===== src/rtl/rformat_exec_unit.sv =====
// Multi-cycle MIPS R-format execution unit: register file, decoder and ALU
// sequenced IDLE -> READ -> EXEC -> WB, with host preload and debug readback.
module rformat_exec_unit #(
    parameter int DATA_W = 32,
    parameter int ADDR_W = 5
) (
    input  logic              clock,
    input  logic              reset,
    input  logic              instr_valid,
    output logic              instr_ready,
    input  logic [31:0]       instr,
    input  logic              host_wr_en,
    input  logic [ADDR_W-1:0] host_wr_addr,
    input  logic [DATA_W-1:0] host_wr_data,
    input  logic [ADDR_W-1:0] dbg_addr,
    output logic [DATA_W-1:0] dbg_data,
    output logic              busy,
    output logic              done,
    output logic [DATA_W-1:0] result,
    output logic              illegal,
    output logic              overflow,
    output logic [1:0]        dbg_state
);
    localparam int NUM_REGS = 1 << ADDR_W;
    localparam int MSB = DATA_W - 1;

    localparam logic [5:0] F_ADD  = 6'b100000;
    localparam logic [5:0] F_SUB  = 6'b100010;
    localparam logic [5:0] F_AND  = 6'b100100;
    localparam logic [5:0] F_OR   = 6'b100101;
    localparam logic [5:0] F_XOR  = 6'b100110;
    localparam logic [5:0] F_NOR  = 6'b100111;
    localparam logic [5:0] F_SLT  = 6'b101010;
    localparam logic [5:0] F_SLTU = 6'b101011;
    localparam logic [5:0] F_SLL  = 6'b000000;
    localparam logic [5:0] F_SRL  = 6'b000010;
    localparam logic [5:0] F_SRA  = 6'b000011;

    typedef enum logic [1:0] {
        S_IDLE = 2'd0,
        S_READ = 2'd1,
        S_EXEC = 2'd2,
        S_WB   = 2'd3
    } state_t;

    state_t            r_state;
    logic [31:0]       r_instr;
    logic [DATA_W-1:0] r_a;
    logic [DATA_W-1:0] r_b;
    logic [DATA_W-1:0] r_result;
    logic              r_illegal;
    logic              r_overflow;
    logic              r_done;
    logic [DATA_W-1:0] r_dbg;
    logic [DATA_W-1:0] r_regs [NUM_REGS];

    logic [5:0]        w_op;
    logic [5:0]        w_funct;
    logic [4:0]        w_shamt;
    logic [ADDR_W-1:0] w_rs;
    logic [ADDR_W-1:0] w_rt;
    logic [ADDR_W-1:0] w_rd;
    logic [DATA_W-1:0] w_rd_a;
    logic [DATA_W-1:0] w_rd_b;
    logic [DATA_W-1:0] w_sum;
    logic [DATA_W-1:0] w_diff;
    logic              w_big_shift;
    logic [DATA_W-1:0] w_alu_res;
    logic              w_alu_ill;
    logic              w_alu_ovf;
    logic              w_ready;

    // Handshake: a transfer happens on a rising edge where instr_valid and
    // instr_ready are both high; the sequencer holds instr stable until then.
    assign w_ready     = reset && (r_state == S_IDLE) && !host_wr_en;
    assign instr_ready = w_ready;
    assign busy        = (r_state != S_IDLE);
    assign done        = r_done;
    assign result      = r_result;
    assign illegal     = r_illegal;
    assign overflow    = r_overflow;
    assign dbg_data    = r_dbg;
    assign dbg_state   = r_state;

    assign w_op    = r_instr[31:26];
    assign w_rs    = r_instr[21 +: ADDR_W];
    assign w_rt    = r_instr[16 +: ADDR_W];
    assign w_rd    = r_instr[11 +: ADDR_W];
    assign w_shamt = r_instr[10:6];
    assign w_funct = r_instr[5:0];

    assign w_rd_a = (w_rs == '0) ? '0 : r_regs[w_rs];
    assign w_rd_b = (w_rt == '0) ? '0 : r_regs[w_rt];

    assign w_sum       = r_a + r_b;
    assign w_diff      = r_a - r_b;
    assign w_big_shift = (32'(w_shamt) >= DATA_W);

    always_comb begin
        w_alu_res = '0;
        w_alu_ill = 1'b0;
        w_alu_ovf = 1'b0;
        if (w_op != 6'd0) begin
            w_alu_ill = 1'b1;
        end else begin
            case (w_funct)
                F_ADD: begin
                    w_alu_res = w_sum;
                    w_alu_ovf = (r_a[MSB] == r_b[MSB]) && (w_sum[MSB] != r_a[MSB]);
                end
                F_SUB: begin
                    w_alu_res = w_diff;
                    w_alu_ovf = (r_a[MSB] != r_b[MSB]) && (w_diff[MSB] != r_a[MSB]);
                end
                F_AND:  w_alu_res = r_a & r_b;
                F_OR:   w_alu_res = r_a | r_b;
                F_XOR:  w_alu_res = r_a ^ r_b;
                F_NOR:  w_alu_res = ~(r_a | r_b);
                F_SLT:  w_alu_res = {{(DATA_W-1){1'b0}}, ($signed(r_a) < $signed(r_b))};
                F_SLTU: w_alu_res = {{(DATA_W-1){1'b0}}, (r_a < r_b)};
                F_SLL:  w_alu_res = w_big_shift ? '0 : (r_b << w_shamt);
                F_SRL:  w_alu_res = w_big_shift ? '0 : (r_b >> w_shamt);
                F_SRA:  w_alu_res = w_big_shift ? {DATA_W{r_b[MSB]}}
                                                : $unsigned($signed(r_b) >>> w_shamt);
                default: w_alu_ill = 1'b1;
            endcase
        end
    end

    always_ff @(posedge clock) begin
        if (!reset) begin
            r_state    <= S_IDLE;
            r_instr    <= '0;
            r_a        <= '0;
            r_b        <= '0;
            r_result   <= '0;
            r_illegal  <= 1'b0;
            r_overflow <= 1'b0;
            r_done     <= 1'b0;
        end else begin
            r_done <= 1'b0;
            case (r_state)
                S_IDLE: begin
                    if (instr_valid && w_ready) begin
                        r_instr <= instr;
                        r_state <= S_READ;
                    end
                end
                S_READ: begin
                    r_a     <= w_rd_a;
                    r_b     <= w_rd_b;
                    r_state <= S_EXEC;
                end
                S_EXEC: begin
                    r_result   <= w_alu_res;
                    r_illegal  <= w_alu_ill;
                    r_overflow <= w_alu_ovf;
                    r_done     <= 1'b1;
                    r_state    <= S_WB;
                end
                S_WB:    r_state <= S_IDLE;
                default: r_state <= S_IDLE;
            endcase
        end
    end

    // Entry 0 is never written, so it stays at its reset value of zero.
    always_ff @(posedge clock) begin
        if (!reset) begin
            for (int i = 0; i < NUM_REGS; i++) begin
                r_regs[i] <= '0;
            end
        end else if (r_state == S_IDLE) begin
            if (host_wr_en && (host_wr_addr != '0)) begin
                r_regs[host_wr_addr] <= host_wr_data;
            end
        end else if (r_state == S_WB) begin
            if (!r_illegal && (w_rd != '0)) begin
                r_regs[w_rd] <= r_result;
            end
        end
    end

    always_ff @(posedge clock) begin
        if (!reset) begin
            r_dbg <= '0;
        end else begin
            r_dbg <= (dbg_addr == '0) ? '0 : r_regs[dbg_addr];
        end
    end
endmodule


===== config.mk =====
export PLATFORM = sky130hd
export DESIGN_NAME = rformat_exec_unit
export DESIGN_NICKNAME = d
export VERILOG_FILES = /design/src/rtl/rformat_exec_unit.sv
export SDC_FILE = /design/constraint.sdc
export NUM_CORES = 2
export LEC_CHECK = 0
export CORE_ASPECT_RATIO = 1.4
export CORE_MARGIN = 3
export CORE_UTILIZATION = 47
export CTS_BUF_LIST = sky130_fd_sc_hd__clkbuf_4
export CTS_CLUSTER_DIAMETER = 120
export DETAILED_ROUTE_END_ITERATION = 10
export PLACE_DENSITY_LB_ADDON = 0.2
export SLEW_MARGIN = 20
export SYNTH_ARGS = -nofsm -noshare
export SYNTH_HDL_FRONTEND = slang
export SYNTH_SLANG_ARGS = --single-unit

===== constraint.sdc =====
create_clock -name clock -period 4.7 [get_ports clock]
set_input_delay 0.47 -clock clock [delete_from_list [all_inputs] [get_ports clock]]
set_output_delay 0.47 -clock clock [all_outputs]
set_load 0.005 [all_outputs]

==> summary.md <==
| Metric | Value |
|---|---|
| Kind of critical path | flip-flop to flip-flop |
| CP max stage cell | nor4_1 |
| Starting DRT DRC Count | 8,883 |
| Total negative slack | 0 ns |
| Commonest cells in the synthesized netlist | 1,200 x nor2_1, 1,024 x edfxtp_1, 997 x mux4_2 |
| Worst Tran Pin Value | 1.19 ns |
| Via Count | 57.6k |
| WL/cell | 39.0 um |
| First-pass GRT wire length | roughly 440,000 um |
| Clock skew | 0.123 ns |
| Final antenna-violating net count | 0 |
| CTS H-tree depth | 5 |
| Crit path cell chain | inv_1, ha_1, nor4_1, nand2_1, a21oi_1, a211oi_1, a31oi_1, a2111oi_1, buf_4, nor3_1, a21oi_1, xnor2_1, o22ai_1 |
| Area grow syn2layout | 12.9% |
| Vias in the first global route | 57.7k |
| Top_reg_cell synth | edfxtp_1 |
| # clock sinks | roughly 1.2k |
| Ys Warns | 0 |
| Residual DRC count | 0 |
| Worst-Skew Late Latency | 1.38 ns |
| DP HPWL | 199,000 um |
| Port Buf Inserts | 148 |
| Initial antenna violation count | 18 |
| GRT Util Overall | 38.8% |
| FF+latch count, synth | 1,199 |
| IO Pins | ~150 |
| Syn Inst Count | approximately 5.6k |
| CP Launch Type | flip-flop |
| Peak VDD IR | 0.291 mV |
| Worst setup EP type | flip-flop |
| Max incr delay on CP | 1.00 ns |
| Layout cells sized above 1 | between 30% and 40% |
| Starting Density | 47.3% |
| CTS Buffer Depth | 4 |
| RSZ-0062 raised after global routing | false |
| Crit path time final | 4.49 ns |
| Final Cycle Share | 95.5% |
| Status | completed |
| Post-synth EDFFs | 1,024 |
| Routability Congestion | 1.06 |
| Async S/R FF share, synth | 0% |
| Sequential area share after synthesis | 46.1% |
| Sequential power share | around 44% |
| Hold Crit Class | primary input to flip-flop |
| Top-area cell type share of the netlist area | about 41% |
| CP max FO | 10 |
| Setup ws final | 0.212 ns |
| Slew Limit Fails | 0 |
| Largest net degree at the start of global routing | 74 |
| Relative slew slack | a little under a fifth |
| WL final | 318,000 um |
| Final Instance Area | 83,900 um^2 |
| Endpoints failing hold | 0 |
| Top cells by area, synth | edfxtp_1 41%, mux4_2 30%, nor2_1 6.1% |
| Chip width | between 300 and 400 um |
| Most common cell in the synthesized netlist | nor2_1 |
| Netlist cell types | 84 |
| Area after DPL | 79,400 um^2 |
| Sw frac | 31.3% |
| Critical Path RT | 5.83 ns |
| Power Internal | 19.4 mW |
| Post CTS Setup Buffer Count | 0 |
| Leakage power | between 20 and 30 nW |
| Reg clk slew, reported paths | 0.08 ns |
| Hold Slack | 0.149 ns |
| Final Util | 53.4% |
| Root Buffer | clkbuf_4 |
| Syn_area_per_cell | 13.3 um^2 |
| Layout Cells excl Fill | 8,149 |
| DRT Pass-1 Iters | 6 |
| Worst Path Arrival | 5.62 ns |
| CP most frequent cell | a21oi_1 |
| Synthesized area | 74,300 um^2 |
| Placed Instances | around 7.5k |
| Clk pwr share | 34.0% |
| FMAX | approximately 0.22 GHz |
| Num CTS Buffers | 325 |
| Switching pwr | 8.84 mW |
| CTS tree | yes |
| Die area | 163,000 um^2 |
| Setup WS pre-CTS | between 0.15 and 0.2 ns |
| Number of setup violations in the final report | 0 |
| PD cells | 337 nW/um^2 |
| Row Count | 172 |
| Grt ovf | 0 |
| Via density per instance | 7.07 |
| Max cap viols | 0 |
| Comb power frac | 21.9% |
| Yosys top cell by area | edfxtp_1 |
| Core area | 157,000 um^2 |
| Die Height | 476 um |
| Total Power | 28.3 mW |
| Layout Nets | roughly 6k |
[cells by family (layout without fill, tap and decap cells)]
family          after synthesis  after routing  synth area share, %
xor+xnor                     60             60                0.707
buf+inv                     696           1116                 3.71
simple gates               1683           1683                 9.21
flops                      1199           1199                 46.1
compound gates              635            635                 5.28
other cells                   1             47              0.00505
fa+ha+maj                   109            109                 1.86
mux                        1212           1212                 33.1
[routing by layer]
layer	vias to the layer above	wire (um)	track usage (%)
li1	22320	-	-
met3	1334	38400	10.4
met4	10	29900	30.4
met1	29246	99500	44.9
met2	4687	150000	61.4
met5	-	71	0
[power by group through the flow]
stage / Sequential (mW) / Clock (mW) / Combinational (mW)
6_report: 12.5 / 9.60 / 6.19
5_1_grt: 12.5 / 10.2 / 6.34
4_1_cts: 12.4 / 9.67 / 6.02
3_5_place_dp: 12.7 / 0 / 5.98
3_3_place_gp: 12.6 / 0 / 5.99
2_1_floorplan: 12.4 / 0 / 3.61
[placed cells by master, fill, tap and decap left out, types with 45 or more instances in the layout]
cell type and count:
clkdlybuf4s50_1 142, ha_1 106, dfxtp_1 158, buf_4 226, o22ai_1 74, o21ai_0 129
clkbuf_4 467, clkinv_1 58, mux2i_1 176, nand2_2 45, mux4_2 997, nor2_1 1199
inv_1 113, nand2_1 211, a21oi_1 204, and2_1 73, xnor2_1 51, edfxtp_1 1024
[worst max-delay path, delay by kind of cell, from the launching register on]
family / cells / cell delay, ns
AOI/OAI and AO/OA: 6 / 1.06
and+or+nand+nor: 3 / 1.45
adders and majority gates: 1 / 0.53
xor gates and xnor gates: 1 / 0.16
DFF: 1 / 0.67
buffers and inverters: 2 / 0.46
[registers in the layout, indices dropped and copies added, names as in the netlist, named ones only]
signal	count
illegal	1
r_regs	1024
dbg_data	32
result	32
r_instr	32
overflow	1
r_a	32
dbg_state	2
done	1
r_b	32
[layout make-up]
| cell class | instances | area (um^2) |
|---|---|---|
| repair buffers | 451 | 4400 |
| fillers | 13237 | 73200 |
| inverters | 116 | 438 |
| clock buffers | 467 | 3510 |
| multi-input cells | 3731 | 38100 |
| flip-flops and latches | 1199 | 34300 |
| clock inverters | 82 | 510 |
| well taps | 2088 | 2610 |
| diodes | 15 | 37.5 |
[final timing paths]
path / from / depth (start not counted) / end / slack, ns
setup / recovery: r_b[18] / 13 / result[31] / 0.21
hold / removal: host_wr_data[20] / 4 / r_regs[13][20] / 0.15
setup reg to reg: r_b[18] / 13 / result[31] / 0.21
hold reg to reg: r_instr[26] / 2 / r_instr[26] / 0.46
[timing repair]
item | 4_1_cts | 5_1_grt
resized for setup | 0 | 0
hold buffers | 36 | 1
endpoints found under the hold margin | 82 | 1
Power figures use the tool's default switching activity.
